===== config.mk =====
export PLATFORM = sky130hd
export DESIGN_NAME = flash_seq
export DESIGN_NICKNAME = d
export VERILOG_FILES = /design/src/rtl/flash_seq.sv
export SDC_FILE = /design/constraint.sdc
export NUM_CORES = 1
export LEC_CHECK = 0
export ABC_AREA = 1
export CORE_ASPECT_RATIO = 0.9
export CORE_MARGIN = 2
export CORE_UTILIZATION = 55
export DETAILED_ROUTE_END_ITERATION = 8
export HOLD_SLACK_MARGIN = 0.03
export PLACE_DENSITY = 0.81
export SYNTH_ARGS = -nofsm -noshare
export SYNTH_HDL_FRONTEND = slang
export SYNTH_SLANG_ARGS = --single-unit

===== constraint.sdc =====
create_clock -name clk -period 2.7 [get_ports clk]
set_input_delay 0.81 -clock clk [delete_from_list [all_inputs] [get_ports clk]]
set_output_delay 0.81 -clock clk [all_outputs]
set_load 0.005 [all_outputs]

===== src/rtl/flash_seq.sv =====
// flash_seq - NAND flash bus-cycle sequencer.
//
// Takes one page-level operation at a time and drives the command, address,
// data and ready/busy phases on the flash pins. It supports read page,
// program page and erase block. Page data moves through a byte handshake
// to and from the page buffer. F_IO tristate muxing is done outside.
//
// Ports:
//   clk, rst              clock; asynchronous active-low reset
//   op_valid/op_ready     operation request handshake (ready only in IDLE)
//   op_code, op_row       00 read, 01 program, 10 erase, 11 reserved; row address
//   wd_valid/wd_data/wd_ready  program data bytes from the page buffer
//   rd_valid, rd_data     read data bytes (one-clock pulse, no backpressure)
//   done, err, busy       completion pulse, result code, operation in flight
//   F_IO_out/F_IO_oe/F_IO_in   flash data bus drive value, enable, sample
//   F_CLE, F_ALE, F_WEN, F_REN flash strobes (WEN/REN active-low)
//   F_RB                  flash ready (1) / busy (0)
module flash_seq #(
  parameter int PAGE_BYTES = 512,
  parameter int ROW_W      = 17,
  parameter int WB_CYC     = 2,
  parameter int TO_CYC     = 65535
) (
  input  logic             clk,
  input  logic             rst,
  input  logic             op_valid,
  output logic             op_ready,
  input  logic [1:0]       op_code,
  input  logic [ROW_W-1:0] op_row,
  input  logic             wd_valid,
  input  logic [7:0]       wd_data,
  output logic             wd_ready,
  output logic             rd_valid,
  output logic [7:0]       rd_data,
  output logic             done,
  output logic [1:0]       err,
  output logic             busy,
  output logic [7:0]       F_IO_out,
  output logic             F_IO_oe,
  input  logic [7:0]       F_IO_in,
  output logic             F_CLE,
  output logic             F_ALE,
  output logic             F_WEN,
  output logic             F_REN,
  input  logic             F_RB
);

  localparam int CNT_MAX = (PAGE_BYTES > TO_CYC) ? PAGE_BYTES : TO_CYC;
  localparam int CNT_W   = $clog2(CNT_MAX + 1);
  localparam logic [CNT_W-1:0] PAGE_LAST = CNT_W'(PAGE_BYTES);
  localparam logic [CNT_W-1:0] WB_LAST   = CNT_W'(WB_CYC - 1);
  localparam logic [CNT_W-1:0] TO_LAST   = CNT_W'(TO_CYC - 1);
  localparam logic [CNT_W-1:0] CNT_ONE   = CNT_W'(1);

  localparam logic [1:0] OP_READ  = 2'b00;
  localparam logic [1:0] OP_PROG  = 2'b01;
  localparam logic [1:0] OP_ERASE = 2'b10;
  localparam logic [1:0] OP_BAD   = 2'b11;

  typedef enum logic [3:0] {
    ST_IDLE, ST_CMD, ST_ADDR, ST_DATA_W, ST_CMD2, ST_WB,
    ST_WAIT_RB, ST_DATA_R, ST_STAT_CMD, ST_STAT_RD, ST_DONE
  } state_e;

  // Every bus cycle is two clocks: A (strobe active) and B (strobe released).
  typedef enum logic {PH_A, PH_B} ph_e;

  state_e           state_q, state_d;
  ph_e              ph_q, ph_d;
  logic [CNT_W-1:0] cnt_q, cnt_d;
  logic [1:0]       op_q, op_d;
  logic [ROW_W-1:0] row_q, row_d;
  logic             stat_q, stat_d;
  logic [7:0]       io_q, io_d;
  logic             oe_q, oe_d, cle_q, cle_d, ale_q, ale_d;
  logic             wen_q, wen_d, ren_q, ren_d;
  logic             rvld_q, rvld_d, done_q, done_d, busy_q, busy_d, wrdy_q, wrdy_d;
  logic [7:0]       rdat_q, rdat_d;
  logic [1:0]       err_q, err_d;
  logic             wr_st, rd_st;
  logic [1:0]       aidx_nxt, aidx_last;

  function automatic logic [7:0] first_cmd(input logic [1:0] op);
    case (op)
      OP_PROG:  return 8'h80;
      OP_ERASE: return 8'h60;
      default:  return 8'h00;
    endcase
  endfunction

  // Erase has no column byte, so its address index is shifted by one.
  function automatic logic [7:0] addr_byte(input logic [1:0] op,
                                           input logic [ROW_W-1:0] row,
                                           input logic [1:0] idx);
    logic [23:0] row24;
    logic [1:0]  sel;
    row24 = 24'(row);
    sel   = (op == OP_ERASE) ? idx + 2'd1 : idx;
    case (sel)
      2'd0:    return 8'h00;
      2'd1:    return row24[7:0];
      2'd2:    return row24[15:8];
      default: return row24[23:16];
    endcase
  endfunction

  assign aidx_nxt  = cnt_q[1:0] + 2'd1;
  assign aidx_last = (op_q == OP_ERASE) ? 2'd2 : 2'd3;

  always_comb begin
    state_d = state_q;
    ph_d    = ph_q;
    cnt_d   = cnt_q;
    op_d    = op_q;
    row_d   = row_q;
    stat_d  = stat_q;
    io_d    = io_q;
    err_d   = err_q;
    rdat_d  = rdat_q;
    rvld_d  = 1'b0;
    case (state_q)
      ST_IDLE: begin
        if (op_valid) begin
          op_d  = op_code;
          row_d = op_row;
          err_d = 2'b00;
          cnt_d = '0;
          ph_d  = PH_A;
          if (op_code == OP_BAD) begin
            state_d = ST_DONE;
            err_d   = 2'b11;
          end else begin
            state_d = ST_CMD;
            io_d    = first_cmd(op_code);
          end
        end
      end
      ST_CMD: begin
        if (ph_q == PH_A) begin
          ph_d = PH_B;
        end else begin
          state_d = ST_ADDR;
          ph_d    = PH_A;
          cnt_d   = '0;
          io_d    = addr_byte(op_q, row_q, 2'd0);
        end
      end
      ST_ADDR: begin
        if (ph_q == PH_A) begin
          ph_d = PH_B;
        end else if (cnt_q[1:0] == aidx_last) begin
          cnt_d = '0;
          case (op_q)
            OP_READ: state_d = ST_WB;
            OP_PROG: begin
              // Enter with the slot empty: WEN stays high, wd_ready rises.
              state_d = ST_DATA_W;
              ph_d    = PH_B;
            end
            default: begin
              state_d = ST_CMD2;
              ph_d    = PH_A;
              io_d    = 8'hD0;
            end
          endcase
        end else begin
          ph_d  = PH_A;
          cnt_d = cnt_q + CNT_ONE;
          io_d  = addr_byte(op_q, row_q, aidx_nxt);
        end
      end
      ST_DATA_W: begin
        if (ph_q == PH_A) begin
          ph_d = PH_B;
        end else if (cnt_q == PAGE_LAST) begin
          state_d = ST_CMD2;
          ph_d    = PH_A;
          io_d    = 8'h10;
        end else if (wd_valid && wrdy_q) begin
          ph_d  = PH_A;
          cnt_d = cnt_q + CNT_ONE;
          io_d  = wd_data;
        end
      end
      ST_CMD2: begin
        if (ph_q == PH_A) begin
          ph_d = PH_B;
        end else begin
          state_d = ST_WB;
          cnt_d   = '0;
        end
      end
      ST_WB: begin
        if (cnt_q == WB_LAST) begin
          state_d = ST_WAIT_RB;
          cnt_d   = '0;
        end else begin
          cnt_d = cnt_q + CNT_ONE;
        end
      end
      // F_RB is used as-is; it is assumed synchronous to clk at this port.
      ST_WAIT_RB: begin
        if (F_RB) begin
          ph_d  = PH_A;
          cnt_d = '0;
          if (op_q == OP_READ) begin
            state_d = ST_DATA_R;
          end else begin
            state_d = ST_STAT_CMD;
            io_d    = 8'h70;
          end
        end else if (cnt_q == TO_LAST) begin
          state_d = ST_DONE;
          err_d   = 2'b10;
        end else begin
          cnt_d = cnt_q + CNT_ONE;
        end
      end
      ST_DATA_R: begin
        if (ph_q == PH_A) begin
          ph_d   = PH_B;
          rdat_d = F_IO_in;
          rvld_d = 1'b1;
          cnt_d  = cnt_q + CNT_ONE;
        end else if (cnt_q == PAGE_LAST) begin
          state_d = ST_DONE;
        end else begin
          ph_d = PH_A;
        end
      end
      ST_STAT_CMD: begin
        if (ph_q == PH_A) begin
          ph_d = PH_B;
        end else begin
          state_d = ST_STAT_RD;
          ph_d    = PH_A;
        end
      end
      ST_STAT_RD: begin
        if (ph_q == PH_A) begin
          ph_d   = PH_B;
          stat_d = F_IO_in[0];
        end else begin
          state_d = ST_DONE;
          err_d   = {1'b0, stat_q};
        end
      end
      ST_DONE: state_d = ST_IDLE;
      default: state_d = ST_IDLE;
    endcase
  end

  // Pin values are decoded from the next state so that every pin is a flop.
  assign wr_st  = (state_d == ST_CMD) || (state_d == ST_ADDR) || (state_d == ST_DATA_W) ||
                  (state_d == ST_CMD2) || (state_d == ST_STAT_CMD);
  assign rd_st  = (state_d == ST_DATA_R) || (state_d == ST_STAT_RD);
  assign oe_d   = wr_st;
  assign cle_d  = (state_d == ST_CMD) || (state_d == ST_CMD2) || (state_d == ST_STAT_CMD);
  assign ale_d  = (state_d == ST_ADDR);
  assign wen_d  = !(wr_st && (ph_d == PH_A));
  assign ren_d  = !(rd_st && (ph_d == PH_A));
  assign done_d = (state_d == ST_DONE);
  assign busy_d = (state_d != ST_IDLE);
  assign wrdy_d = (state_d == ST_DATA_W) && (ph_d == PH_B) && (cnt_d != PAGE_LAST);

  always_ff @(posedge clk or negedge rst) begin
    if (!rst) begin
      state_q <= ST_IDLE;
      ph_q    <= PH_A;
      cnt_q   <= '0;
      op_q    <= OP_READ;
      io_q    <= 8'h00;
      oe_q    <= 1'b0;
      cle_q   <= 1'b0;
      ale_q   <= 1'b0;
      wen_q   <= 1'b1;
      ren_q   <= 1'b1;
      rvld_q  <= 1'b0;
      rdat_q  <= 8'h00;
      done_q  <= 1'b0;
      err_q   <= 2'b00;
      busy_q  <= 1'b0;
      wrdy_q  <= 1'b0;
    end else begin
      state_q <= state_d;
      ph_q    <= ph_d;
      cnt_q   <= cnt_d;
      op_q    <= op_d;
      io_q    <= io_d;
      oe_q    <= oe_d;
      cle_q   <= cle_d;
      ale_q   <= ale_d;
      wen_q   <= wen_d;
      ren_q   <= ren_d;
      rvld_q  <= rvld_d;
      rdat_q  <= rdat_d;
      done_q  <= done_d;
      err_q   <= err_d;
      busy_q  <= busy_d;
      wrdy_q  <= wrdy_d;
    end
  end

  // Row and status bit are always written before they are read.
  always_ff @(posedge clk) begin
    row_q  <= row_d;
    stat_q <= stat_d;
  end

  assign op_ready = (state_q == ST_IDLE);
  assign wd_ready = wrdy_q;
  assign rd_valid = rvld_q;
  assign rd_data  = rdat_q;
  assign done     = done_q;
  assign err      = err_q;
  assign busy     = busy_q;
  assign F_IO_out = io_q;
  assign F_IO_oe  = oe_q;
  assign F_CLE    = cle_q;
  assign F_ALE    = ale_q;
  assign F_WEN    = wen_q;
  assign F_REN    = ren_q;

endmodule


Yosys cells after proc, flatten, opt, wreduce, memory -nomap -nowiden:

Cells that the tools add are included.

* add/sub/neg operators: 3
* equality and inequality tests: 43
* mux-type cells: 67
* bitwise gates (word level): 2
* reduce and logical (&&, ||, !) cells: 30

Operator list (count)
* $mux W16: 11
* $pmux W16 S7: 1
* $mux W8: 11
* $mux W4: 16
* $pmux W8 S3: 2
* $pmux W4 S10: 1
* $pmux W8 S5: 1
* $eq A4 B3 Y1 const B: 6
* $eq A4 B4 Y1 const B: 5
* $ne A2 B2 Y1 const B: 10
* $add A16 B1 Y16 const B: 1
* $eq A16 B1 Y1 const B: 1
* $eq A16 B10 Y1 const B: 1
* $eq A16 B16 Y1 const B: 1
* $eq A4 B2 Y1 const B: 4
* $ne A16 B10 Y1 const B: 1
* $pmux W8 S2: 1
* $mux W1: 14
* $mux W2: 6
* $reduce_and A10 Y1: 1
* $eq A2 B2 Y1 const B: 4
* $eq A4 B1 Y1 const B: 2
* $reduce_or A2 Y1: 4
* $logic_or A1 B1 Y1: 7
* other kinds (19): 33

* flip-flop bits (word level): 68
* input port bits: 40
* output and inout port bits: 28

Longest topological paths before layout:

* word-level depth: 13
* depth in mapped cells: 17
* mapped depth without buffers: 17

Worst setup path after synthesis:

No wires, ideal clock.

* kind: in2reg
* from: input wd_valid
* to: register wrdy_q, in the netlist wd_ready
* setup time: 115 ps
* arrival time: 1896 ps
* data required time: 2585 ps
* path slack: 688 ps
* stages on the path: 13
* cell sequence: nand2_1 > nor2_1 > nand2_1 > nand2_2 > nand4_2 > nand2_1 > nand2_2 > inv_1 > nand2_1 > nor2_1 > nand2_1 > nor2_1 > nor2_1

* longest elaborated chain between the ends: 7
* elaborated cells between the ends (all ways): 12
* classes of those cells: eq/ne (1); mux (8); reduce/logical (3)

RTL lines
* start, declared: line 30 `input logic wd_valid,`
* $logic_and A1 B1 Y1: line 179 `end else if (wd_valid && wrdy_q) begin`
* $mux W16: line 179
* $mux W16: line 175 `end else if (cnt_q == PAGE_LAST) begin`
* $mux W16: line 173 `if (ph_q == PH_A) begin`
* $pmux W16 S7: line 121 `case (state_q)`
* via cnt_d[5]: line 70 `logic [CNT_W-1:0] cnt_q, cnt_d;`
* $ne A16 B10 Y1: line 264 `assign wrdy_d = (state_d == ST_DATA_W) && (ph_d == PH_B) && (cnt_d != PAGE_LAST);`
* $logic_and A1 B1 Y1: line 264
* via wrdy_d: line 77 `logic rvld_q, rvld_d, done_q, done_d, busy_q, busy_d, wrdy_q, wrdy_d;`
* end signal, assigned: line 300 `wrdy_q <= wrdy_d;`
* end, declared: line 77

The timed path passes the listed nets, and every way through them passes these cells.
A chain may end at the register's enable or synchronous reset.

Final worst setup path:

* from: register state_q[0]
* to: output op_ready

* longest elaborated chain between the ends: 1

RTL lines
* start, declared: line 68 `state_e state_q, state_d;`
* start signal, assigned: line 285 `state_q <= state_d;`
* $logic_not A4 Y1: line 310 `assign op_ready = (state_q == ST_IDLE);`
* end, declared: line 27 `output logic op_ready,`

No other way between the ends.

==> reports/results.ini <==
[worst_setup_path]
critPathRequiredTime_ns=1.89
crit_arrival_ns=1.75
start_kind=flip-flop
cp_max_fo=5
critPathCaptureType=output pin
crit_type=reg2out

[route]
first_pass_iters=6
vias_per_cell=5.511
wirelength_mm=14.05
vias=4701
drt-initial-drc-count=501
drc=0
final_antenna_net_count=0
wl_per_cell_um=16.47

[sta]
period_minus_slack_ns=2.558
hold_viol_final=0
fin_crit_sh_pct=94.73
setup_violations=0
finClkSkew_ns=0.01326
rsz0062_at_grt=no
fmax_mhz=391.0
slew_violations=0
tightest_slew_ns=0.6658
fin_hold_ws_ns=0.4816
maxSlewHeadroom_pct=55.61

[yosys]
synthArstFlopShare_pct=73.53
synth_top_family_by_area=simple AND/OR/NAND/NOR gates
netlist_area_sq_um=4471
syn_nets=686
synth_ff_type=dfrtp_1
synth_xor_area_share_pct=1.763
synth_compound_area_share_pct=8.732
avgSynthCellArea_sq_um=6.974
yosys-top-cells-area=dfrtp_1 27%, nand2_1 17%, edfxtp_1 12%, nor2_1 7.6%, inv_1 6.0%
synth_edf_count=18
yosysUniqueCellTypes=45
synthMuxAreaShare_pct=0.2519
synth_cells=641
synth_seq_area_share_pct=40.13
ys_warn_count=0
synth_fa_ha_area_share_pct=1.399
synth_top_area_share_pct=26.87
yosysTopAreaCell=dfrtp_1
ys_seq_elements=68
synth-simple-area-share_pct=38.82

[finish]
instances_no_fill=853
fillers=676
final_common_cell=nand2_1
n_antenna_cell=0
area_delta_synth_final_pct=26.78
layout_common_cells=205 x nand2_1, 89 x nor2_1, 72 x inv_1
nets=794
drive_above_1_share_pct=13.93

[floorplanning]
pin_count=68
initial_core_util_pct=56.22
die_x_um=99.04
core-area_sq_um=7951
rows=31
dieArea_sq_um=8867
fp.dieH_um=89.53

[power]
leakagePower_uw=0.002855
swShare_pct=46.61
p_clk_share_pct=13.7
max-vdd-ir-drop_v=0.0006427
power_density_nw_per_um2=970.6
pwr-share-seq_pct=28.1
pwr-share-comb_pct=58.2
intPower_uw=2937
switchingPower_uw=2564

[clock_network]
worstSkewPairLatency_ns=0.35
cts_buffers=9
cts_sinks=68
clockRootBuffer=clkbuf_8
holdBufCountCts=0
cts_tree=yes
htreeDepth=3
path_clk_slew_ns=0.07
cts.path.max_buffers=2

[run_status]
status=complete, no violations

[global_routing]
antenna_found_initial=0
grt_pass1_wl_mm=21.83
grt_max_degree=51
grt_overflow_total=0
grt_pass1_vias=4269
grt_usage_pct=32.13

[place]
place_inst=834
numPortBuffers=67
dp_hpwl_mm=10.96
finalWeightedCongestion=1.030

[flow_run]
drv_cap=0

[hold_path]
hp-class=reg2reg

## cell usage after synthesis (2+ instances only)
cell type,n
a211oi_1,2
a21o_1,2
a21oi_1,15
a31oi_1,3
buf_2,5
buf_4,5
buf_6,2
dfrtp_1,48
dfstp_2,2
edfxtp_1,18
ha_1,5
inv_1,72
inv_2,9
nand2_1,205
nand2_2,12
nand3_1,52
nand4_1,11
nor2_1,90
nor2_2,7
nor2_4,6
nor3_1,6
o2111ai_1,3
o211ai_1,3
o21ai_0,28
o21ai_1,2
o31ai_1,2
xnor2_1,3
xor2_1,6
## per-stage QoR
step	total power, uW	worst slack (ns)	setup TNS (ns)	utilization, %	cell area (sq um)
6_report	5501	0.1423	0	71.28	5668
5_1_grt	5876	0.02589	0	71.28	5668
4_1_cts	5396	0.03439	0	70.97	5643
3_5_place_dp	4636	-0.05065	-0.05065	68.84	5474
3_3_place_gp	4592	-0.03402	-0.03402	68.84	5474
2_1_floorplan	3402	0.6883	0	-	4471
## critical path: stages, from the launching register on
cell             delay, ns
dfrtp_1               0.44
nor2_2                0.20
inv_2                 0.08
nor2_4                0.16
clkdlybuf4s50_1       0.52
## flip-flops by register name, indices dropped and copies added (netlist names)
name,count
F_ALE,1
F_CLE,1
F_IO_oe,1
F_IO_out,8
F_REN,1
F_WEN,1
busy,1
cnt_q,16
done,1
err,2
op_q,2
ph_q,1
rd_data,8
rd_valid,1
row_q,17
stat_q,1
state_q,4
wd_ready,1
## path summary, 6_finish.rpt
kind	slack [ns]	endpoint	from	cells after the start
max in group asynchronous	1.68	op_q[0]	rst	2
min in group asynchronous	0.55	F_IO_out[1]	rst	2
hold reg to reg	0.48	rd_data[5]	rd_data[5]	2
setup reg to reg	0.26	wd_ready	cnt_q[1]	15
hold / removal	0.48	rd_data[5]	rd_data[5]	2
setup / recovery	0.14	op_ready	state_q[0]	4
## repair_timing
action                                  in CTS  in global routing
endpoints found under the setup margin       0                  1
buffers inserted                             0                  3
gates resized for setup                      0                  1
## kinds of logic (layout without fill, tap and decap cells)
logic type / after synthesis / count (layout)
AOI/OAI and AO/OA: 66 / 66
xor gates and xnor gates: 9 / 9
adders and majority gates: 5 / 5
buffers and inverters: 95 / 208
DFF: 68 / 68
muxes: 1 / 1
and+or+nand+nor: 397 / 397
## final cells by class
type                    instances  area [sq um]  share of cell area (%)
well taps                      99         123.9                   2.185
clock inverters                 6         41.29                  0.7285
inverters                      81         304.0                   5.364
multi-input cells             478          2281                   40.24
clock buffers                  10         127.6                   2.252
repair buffers                111         996.0                   17.57
flip-flops and latches         68          1794                   31.66
## power groups by stage
stage                     sequential (uW)  combinational, uW  clock, uW
after floorplan                      1520               1880          0
after global placement               1560               3030          0
after detailed placement             1560               3070          0
after CTS                            1540               3090        756
after global routing                 1580               3500        795
final                                1550               3200        752
## layer usage
layer  share of wire, %  routed length [um]  GRT usage (%)
met1                 43                6071          43.56
met2                 46                6448          51.84
met3                8.9                1245          7.115
met4                2.0                 280          10.46
met5                  0                   0              0
(Power assumes the default switching activity.)
